[config.mk]
export PLATFORM = sky130hd
export DESIGN_NAME = vlsu_store_txn_tracker
export DESIGN_NICKNAME = d
export VERILOG_FILES = /design/src/rtl/vlsu_store_txn_tracker.sv
export SDC_FILE = /design/constraint.sdc
export NUM_CORES = 1
export LEC_CHECK = 0
export ABC_CLOCK_PERIOD_IN_PS = 4750
export BUFFER_PORTS_ARGS = -buffer_cell sky130_fd_sc_hd__buf_4
export CORE_MARGIN = 1.5
export CORE_UTILIZATION = 50
export DETAILED_ROUTE_END_ITERATION = 8
export PLACE_DENSITY = 0.76
export RECOVER_POWER = 50
export SYNTH_ARGS = -nofsm -noshare
export SYNTH_HDL_FRONTEND = slang
export SYNTH_SLANG_ARGS = --single-unit
export TNS_END_PERCENT = 50
[constraint.sdc]
create_clock -name clk_i -period 4.75 [get_ports clk_i]
set_input_delay 0.95 -clock clk_i [delete_from_list [all_inputs] [get_ports clk_i]]
set_output_delay 0.95 -clock clk_i [all_outputs]
set_load 0.02 [all_outputs]
[src/rtl/vlsu_store_txn_tracker.sv]
// In-order store-completion tracker for the VLSU AXI write path: queues store instructions,
// caps in-flight AW bursts and commits each instruction when its last B returns.
// Optional statistics counters are enabled with `define VLSU_TXN_TRACKER_STATS_EN.
module vlsu_store_txn_tracker #(
  parameter  int unsigned NrInsn         = 4,
  parameter  int unsigned MaxTxnPerInsn  = 256,
  parameter  int unsigned MaxOutstanding = 8,
  parameter  int unsigned IdWidth        = 3,
  localparam int unsigned TxnCntW        = $clog2(MaxTxnPerInsn + 1),
  localparam int unsigned OutW           = $clog2(MaxOutstanding + 1)
) (
  input  logic               clk_i,
  input  logic               rst_ni,
  input  logic               insn_valid_i,
  output logic               insn_ready_o,
  input  logic [IdWidth-1:0] insn_id_i,
  input  logic [TxnCntW-1:0] insn_txn_num_i,
  input  logic               aw_valid_i,
  output logic               aw_ready_o,
  output logic               aw_valid_o,
  input  logic               aw_ready_i,
  input  logic               b_valid_i,
  output logic               b_ready_o,
  input  logic [1:0]         b_resp_i,
  output logic               cmt_valid_o,
  output logic [IdWidth-1:0] cmt_id_o,
  output logic               cmt_err_o,
  output logic               pending_o,
  output logic [OutW-1:0]    outstanding_o,
  output logic [31:0]        stat_b_cnt_o,
  output logic [31:0]        stat_stall_o
);

  localparam int unsigned PtrW = (NrInsn > 1) ? $clog2(NrInsn) : 1;
  localparam int unsigned CntW = $clog2(NrInsn + 1);

  localparam logic [1:0] RespSlvErr = 2'b10;
  localparam logic [1:0] RespDecErr = 2'b11;

  typedef struct packed {
    logic [IdWidth-1:0] id;
    logic [TxnCntW-1:0] txn_num;
  } entry_t;

  typedef enum logic {
    S_IDLE,
    S_COLLECT
  } state_e;

  entry_t            mem [NrInsn];
  logic [PtrW-1:0]   wr_ptr, rd_ptr;
  logic [CntW-1:0]   count;
  logic [OutW-1:0]   out_q;
  state_e            state_q, state_d;
  logic [TxnCntW-1:0] rcv_q, rcv_d;
  logic              err_q, err_d;
  logic [TxnCntW:0]  rcv_sum;
  logic              full, push, pop, stall, aw_hs, b_hs, resp_err;
  logic              cmt_load, cmt_err_d;
  entry_t            head;

  // ---------------------------------------------------------------------------
  // Handshakes and AW cap
  // ---------------------------------------------------------------------------
  assign full          = (count == CntW'(NrInsn));
  assign insn_ready_o  = !full;
  assign pending_o     = (count != '0);
  assign push          = insn_valid_i & insn_ready_o;

  assign stall         = (out_q == OutW'(MaxOutstanding));
  assign aw_valid_o    = aw_valid_i & !stall;
  assign aw_ready_o    = aw_ready_i & !stall;
  assign aw_hs         = aw_valid_o & aw_ready_i;

  // Gating on out_q != 0 keeps the counter from underflowing on a stray B.
  assign b_ready_o     = pending_o & (out_q != '0);
  assign b_hs          = b_valid_i & b_ready_o;
  assign resp_err      = (b_resp_i == RespSlvErr) | (b_resp_i == RespDecErr);
  assign outstanding_o = out_q;

  assign head          = mem[rd_ptr];

  // ---------------------------------------------------------------------------
  // Instruction queue
  // ---------------------------------------------------------------------------
  // NOTE: queue storage is not reset; validity is carried by count, so the
  // entries need no reset and can map onto plain RAM/flops without reset muxes.
  always_ff @(posedge clk_i) begin
    if (push) mem[wr_ptr] <= '{id: insn_id_i, txn_num: insn_txn_num_i};
  end

  // NOTE: all clocked state uses non-blocking assignments so every register
  // samples the pre-edge values regardless of process evaluation order.
  always_ff @(posedge clk_i or negedge rst_ni) begin
    if (!rst_ni) begin
      wr_ptr <= '0;
      rd_ptr <= '0;
      count  <= '0;
    end else begin
      if (push) wr_ptr <= wr_ptr + PtrW'(1);
      if (pop)  rd_ptr <= rd_ptr + PtrW'(1);
      case ({push, pop})
        2'b10:   count <= count + CntW'(1);
        2'b01:   count <= count - CntW'(1);
        default: count <= count;
      endcase
    end
  end

  always_ff @(posedge clk_i or negedge rst_ni) begin
    if (!rst_ni) begin
      out_q <= '0;
    end else begin
      case ({aw_hs, b_hs})
        2'b10:   out_q <= out_q + OutW'(1);
        2'b01:   out_q <= out_q - OutW'(1);
        default: out_q <= out_q;
      endcase
    end
  end

  // ---------------------------------------------------------------------------
  // Head FSM: count B responses for the head instruction and pop it when done
  // ---------------------------------------------------------------------------
  always_ff @(posedge clk_i or negedge rst_ni) begin
    if (!rst_ni) begin
      state_q <= S_IDLE;
      rcv_q   <= '0;
      err_q   <= 1'b0;
    end else begin
      state_q <= state_d;
      rcv_q   <= rcv_d;
      err_q   <= err_d;
    end
  end

  // NOTE: every signal driven here gets a default first, so no path through
  // the case statement can leave one unassigned and infer a latch.
  always_comb begin
    state_d   = state_q;
    rcv_d     = rcv_q;
    err_d     = err_q;
    pop       = 1'b0;
    cmt_load  = 1'b0;
    cmt_err_d = 1'b0;
    rcv_sum   = {1'b0, rcv_q} + (TxnCntW + 1)'(b_hs);
    case (state_q)
      S_IDLE: begin
        if (push) state_d = S_COLLECT;
      end
      S_COLLECT: begin
        if (rcv_sum == {1'b0, head.txn_num}) begin
          pop       = 1'b1;
          cmt_load  = 1'b1;
          cmt_err_d = err_q | (b_hs & resp_err);
          rcv_d     = '0;
          err_d     = 1'b0;
          // Queue still holds an entry after this pop if more than one was
          // queued, or if a new one is pushed in the same cycle.
          state_d   = ((count > CntW'(1)) || push) ? S_COLLECT : S_IDLE;
        end else begin
          rcv_d = rcv_sum[TxnCntW-1:0];
          err_d = err_q | (b_hs & resp_err);
        end
      end
      default: state_d = S_IDLE;
    endcase
  end

  always_ff @(posedge clk_i or negedge rst_ni) begin
    if (!rst_ni) begin
      cmt_valid_o <= 1'b0;
      cmt_id_o    <= '0;
      cmt_err_o   <= 1'b0;
    end else begin
      cmt_valid_o <= cmt_load;
      if (cmt_load) begin
        cmt_id_o  <= head.id;
        cmt_err_o <= cmt_err_d;
      end
    end
  end

  // ---------------------------------------------------------------------------
  // Optional statistics
  // ---------------------------------------------------------------------------
`ifdef VLSU_TXN_TRACKER_STATS_EN
  logic [31:0] stat_b_q, stat_stall_q;

  always_ff @(posedge clk_i or negedge rst_ni) begin
    if (!rst_ni) begin
      stat_b_q     <= '0;
      stat_stall_q <= '0;
    end else begin
      if (b_hs && (stat_b_q != '1))                   stat_b_q     <= stat_b_q + 32'd1;
      if (aw_valid_i && stall && (stat_stall_q != '1)) stat_stall_q <= stat_stall_q + 32'd1;
    end
  end

  assign stat_b_cnt_o = stat_b_q;
  assign stat_stall_o = stat_stall_q;
`else
  assign stat_b_cnt_o = '0;
  assign stat_stall_o = '0;
`endif

endmodule

==> flow_summary.ini, run 1 <==
[status]
outcome = finished, violations left
violations = max-capacitance violations, max-slew violations

[clock_tree]
cts_setup_buffers = 0
clk_latency_ns = 0.35
cts_max_path_buffers = 2
ctsHtreeMaxLevel = 3
cts_root_buf = clkbuf_8
cts.sink_count = 75
cts_tree = built
cts_hold_buffers = 0
path_clk_slew_ns = 0.09
cts-resized-gates = 0
cts_buffers = 9

[final_layout]
multi_input_area_um2 = 1500
fillers = 656
fin_nets = 367
regArea_um2 = 2120
syn_to_final_growth_pct = 5.64
layout_commonest_cell = conb_1
diodes = 0
final_cell_mix = conb_1, edfxtp_1, dfrtp_1
drive_gt1_frac = 0.125
fin_util = 0.543

[yosys]
ys_seq_area_frac = 0.533
synth_edf_count = 48
async_flop_share = 0.360
syn-instance-count = 294
synth-main-ff-cell = edfxtp_1
yosys_warnings = 0
avgSynthCellArea_um2 = 13.5
synth_seq_cells = 75
synth_cell_types = 42
synthesis.area_um2 = 3970

[global_route]
antenna_found_initial = 0
grt_start_max_net_pins = 28
grt_first_pass_wirelength_um = 9800
grt_usage = 0.154
grt_pass1_vias = 1997
grt_remaining_overflow = 0

[routing]
vias = 2104
drc = 0
via_per_inst = 4.79
drtAntennaViolNets = 0
wire_per_inst_um = 13.7
routed_wl_um = 6020
firstDrtPassIters = 4
drt_iter0_markers = 62

[placement]
hpwl_um = 4180
preCtsSetupSlack_ns = 0.754
place_congestion = 0.763
io_buffers = 32

[critical_path]
crit_type = flop to flop
start_kind = flop
reg2regPathDepth = 17
cp_slowest_cell = nor3_1
arrival_ns = 4.28
ff2ff_setup_slack_ns = 0.71
startpoint = count[0]
crit_buf_inv = 2
path_delay_family = simple AND/OR/NAND/NOR gates
reg2reg_from = count[0]
cp.required_ns = 4.99
cp_common_cell = ha_1
cp_cell_sequence = inv_1 -> ha_1 -> a22oi_1 -> and2_1 -> ha_1 -> ha_1 -> nand2_1 -> nor3_1 -> xnor3_1 -> nand4_1 -> nor3_1 -> buf_4 -> and2_1 -> ha_1 -> mux2i_1 -> nor2_1 -> xnor2_1
reg2reg_to = count[2]
critPathMaxFanout = 5
max_stage_delay_ns = 0.46
worstSetupEndpointType = flop

[hold_path]
hp-start = err_q
whs_path_depth = 2
hp-class = flop to flop
worstHoldEndpoint = err_q

[power]
vdd_drop_max_mv = 0.233
total_power_mw = 1.49
p_per_area_nw_per_um2 = 355
p_leak_nw = 1.74

[sta]
rsz0062_at_grt = false
tightest_slew_ns = 1.52
setup_viol = 0
timing.hold.ws_ns = 0.502
fin_skew_ns = 0.00768
fmax_ghz = 0.248
fin_tns_setup_ns = 0
finalCritPeriodShare = 0.850
finalMaxSlewViolations = 28
period_minus_slack_ns = 4.04
slew_headroom = -0.0131
worst_slack_ns = 0.715
hold_violations = 0

[die]
pin_count = 98
die_area_um2 = 8490
start_util = 0.514
die_height_um = 92.1
dieWidth_um = 92.1
coreArea_um2 = 7730
rows = 32

[run]
cap_violations = 1
-- logic make-up (layout without fill, tap and decap cells) --
kind of cell	Yosys count	in the layout	synth area share
fa+ha+maj	15	15	0.0491
mux	19	19	0.0961
other cells	1	64	0.000944
simple gates	56	56	0.0743
flops	75	75	0.533
buf+inv	85	65	0.149
compound gates	22	22	0.0375
xor+xnor	21	21	0.0602
-- worst min-delay path, stage by stage, from the launching register on --
cell and delay, ns:
dfrtp_1 0.35, a31oi_1 0.04, nor2_1 0.07
-- sequential cells by signal (all words and copies together), names as in the netlist --
signal         cells
cmt_id_o           3
outstanding_o      4
wr_ptr             2
rcv_q              9
cmt_valid_o        1
err_q              1
mem               48
state_q            1
rd_ptr             2
count              3
cmt_err_o          1
-- power breakdown --
group	internal [mW]	switching, mW	total (mW)	leakage [nW]
clock	0.252	0.255	0.506	0.102
sequential	0.714	0.0196	0.733	0.763
combinational	0.0905	0.159	0.249	0.871
total	1.06	0.433	1.49	1.74
-- Yosys cell counts (all sizes together), types with 2 or more instances --
cell    count  area, µm²
a31oi       3       31.3
clkbuf      2       7.51
edfxtp     48       1440
and3        7       43.8
mux2        3       37.5
nor3b       2       15.0
and2        4       25.0
nor3        7       35.0
a21boi      2       15.0
xnor2      13        114
nand2      13       48.8
mux4       12        304
nor2       13       48.8
o22ai       3       18.8
xor2        4       35.0
mux2i       4       40.0
o21ai       6       30.0
ha         14        175
dfrtp      27        676
nor4        3       18.8
inv        15       56.3
a21oi       3       15.0
nand3       5       30.0
xnor3       4       90.1
buf        68        528
-- worst max-delay path by stage --
stage                  endpoint  slack, ns  depth (start not counted)
floorplan              count[2]       0.93                         16
global placement    cmt_id_o[0]       0.90                         11
detailed placement     count[2]       0.75                         15
CTS                    count[2]       0.70                         17
global route           count[2]       0.45                         17
finish                 count[2]       0.71                         17
-- layer usage --
| metal | global-route usage | vias up | wire length (µm) |
|---|---|---|---|
| met5 | 0 | - | 0 |
| met4 | 0.0744 | 0 | 123 |
| met3 | 0.0282 | 11 | 269 |
| met2 | 0.252 | 88 | 2960 |
| met1 | 0.199 | 1010 | 2670 |
| li1 | - | 995 | - |
-- per-stage QoR --
step,instances,cell area (µm²)
floorplan,357,4210
global placement,423,4060
detailed placement,423,4060
CTS,439,4260
global route,439,4200
finish,439,4200
-- final cells by class --
type	count	area share
Tap cell	102	0.0304
Timing Repair Buffer	34	0.0447
Sequential cell	75	0.504
Clock buffer	9	0.0295
Inverter	15	0.0134
Multi-Input combinational cell	197	0.357
Clock inverter	7	0.0200
Power figures use the tool's default switching activity.
==> inputs of run 2 (changes only) <==
--- a/config.mk
+++ b/config.mk
@@ -5,10 +5,10 @@
 export SDC_FILE = /design/constraint.sdc
 export NUM_CORES = 1
 export LEC_CHECK = 0
-export ABC_CLOCK_PERIOD_IN_PS = 4750
+export ABC_CLOCK_PERIOD_IN_PS = 3500
 export BUFFER_PORTS_ARGS = -buffer_cell sky130_fd_sc_hd__buf_4
 export CORE_MARGIN = 1.5
-export CORE_UTILIZATION = 50
+export CORE_UTILIZATION = 48
 export DETAILED_ROUTE_END_ITERATION = 8
 export PLACE_DENSITY = 0.76
 export RECOVER_POWER = 50
==> constraint.sdc (replaced) <==
create_clock -name clk_i -period 3.5 [get_ports clk_i]
set_input_delay 0.7 -clock clk_i [delete_from_list [all_inputs] [get_ports clk_i]]
set_output_delay 0.7 -clock clk_i [all_outputs]
set_load 0.02 [all_outputs]
==> flow_summary.ini, run 2 (synthesis results as in run 1) <==
[critical_path]
critPathMaxFanout = 7
start_kind = flop
worstSetupEndpointType = flop
cp.required_ns = 3.73
arrival_ns = 3.52
reg2reg_from = count[1]
startpoint = count[1]
cp_cell_sequence = inv_1 -> ha_1 -> a22oi_2 -> and2_1 -> ha_4 -> ha_4 -> nand2_2 -> nor3_4 -> xnor3_1 -> nand4_1 -> buf_4 -> nor4b_4 -> buf_6 -> mux2_2
crit_buf_inv = 3
crit_type = flop to flop
reg2regPathDepth = 14
cp.depth = 14
cp_slowest_cell = dfrtp_1
path_delay_family = simple AND/OR/NAND/NOR gates
max_stage_delay_ns = 0.39
cp_common_cell = ha_4

[routing]
drt_iter0_markers = 92
vias = 2183
drtAntennaViolNets = 0
drc = 0
routed_wl_um = 6290
firstDrtPassIters = 4
via_per_inst = 4.87
wire_per_inst_um = 14.0

[clock_tree]
clk_latency_ns = 0.35
path_clk_slew_ns = 0.08
cts_max_path_buffers = 2
cts_tree = built
cts_buffers = 9
ctsHtreeMaxLevel = 3
cts_root_buf = clkbuf_8
cts.sink_count = 75

[final_layout]
final_cell_mix = conb_1, edfxtp_1, dfrtp_1
layout_commonest_cell = conb_1
diodes = 0
largest_reg_flops = 48
syn_to_final_growth_pct = 8.41
regMostFlops = mem
drive_gt1_frac = 0.179
finalNonFillerCells = 448
fin_util = 0.546
final_cell_area_um2 = 4310
fin_nets = 376
fillers = 659

[global_route]
grtUsageMet3 = 0.0356
antenna_found_initial = 0
grt_start_max_net_pins = 28
grt_usage = 0.155
grtUsageMet1 = 0.188
grt_busiest_layer = met2
gr-usage-met2 = 0.264
grt_pass1_vias = 2058
grt_remaining_overflow = 0
grt_first_pass_wirelength_um = 10100

[sta]
finalMaxSlewViolations = 0
slew_headroom = 0.00905
setup_viol = 0
tightest_slew_ns = 1.49
fin_tns_setup_ns = 0
worst_slack_ns = 0.211
hold_violations = 0
timing.hold.ws_ns = 0.525
finalCritPeriodShare = 0.940
period_minus_slack_ns = 3.29
fmax_ghz = 0.304
fin_skew_ns = 0.00933

[power]
clkPwrFrac = 0.297
p_sw_mw = 0.578
p_per_area_nw_per_um2 = 451
vdd_drop_max_mv = 0.287
internal_power_mw = 1.37
seqPwrFrac = 0.515
p_leak_nw = 1.78
combPwrFrac = 0.188
swShare = 0.297
total_power_mw = 1.94

[hold_path]
hp-class = flop to flop
hp-start = cmt_err_o
whs_path_depth = 2

[die]
pin_count = 98
start_util = 0.504
die_height_um = 94.0
rows = 32
coreArea_um2 = 7890
die_area_um2 = 8830
dieWidth_um = 94.0

[placement]
placed_area_um2 = 4130
preCtsSetupSlack_ns = 0.0628
place_congestion = 0.769
hpwl_um = 4490
io_buffers = 32
placed_cells = 431

[status]
outcome = finished, violations left
violations = max-capacitance violations

[run]
cap_violations = 1
## run 2: cell types whose count changed in the layout (fill, tap and decap cells not counted), moves of 2 or more
| cell | delta |
|---|---|
| clkinvlp_4 | +2 |
| ha_4 | +2 |
| nor3_2 | +2 |
| clkinv_2 | +2 |
| ha_1 | -3 |
| clkinv_4 | -2 |
| buf_4 | +9 |
| nor3_1 | -3 |
## run 2: repair_timing
| item | 4_1_cts | 5_1_grt |
|---|---|---|
| hold buffers | 0 | 0 |
| setup endpoints to repair | 0 | 5 |
| gates resized for setup | 0 | 13 |
| buffers inserted | 0 | 1 |
## run 2: path summary, 6_finish.rpt
path,slack [ns],end
max in group asynchronous,1.93,rd_ptr[0]
min in group asynchronous,0.69,outstanding_o[1]
min reg2reg,0.53,cmt_err_o
max reg2reg,0.21,cmt_id_o[0]
min,0.53,cmt_err_o
max,0.21,cmt_id_o[0]
## run 2: layout make-up
cell class	instances	area, µm²	share of cell area
sequential	75	2120	0.492
clock inverter	6	41.3	0.00959
clock buffer	10	128	0.0296
timing repair buffer	43	263	0.0610
tap	102	128	0.0296
inverter	15	56.3	0.0131
multi-input combinational	197	1570	0.365
## run 2: tightest hold or removal path: stages (launching register included)
cell,delay (ns)
dfrtp_1,0.38
inv_1,0.05
mux2i_1,0.05
## run 2: routing by layer
| metal | wire (µm) | part of all wire | up-vias |
|---|---|---|---|
| li1 | - | - | 1010 |
| met1 | 2650 | 0.42 | 1067 |
| met2 | 3200 | 0.51 | 93 |
| met3 | 314 | 0.050 | 13 |
| met4 | 123 | 0.020 | 0 |
| met5 | 0 | 0 | - |
## run 2: power groups by stage
stage	Clock [mW]	Combinational, mW	Sequential, mW
final	0.578	0.365	1.00
after global routing	0.626	0.402	1.00
after CTS	0.590	0.365	0.997
after detailed placement	0	0.361	1.02
after global placement	0	0.347	1.01
after floorplan	0	0.274	1.04
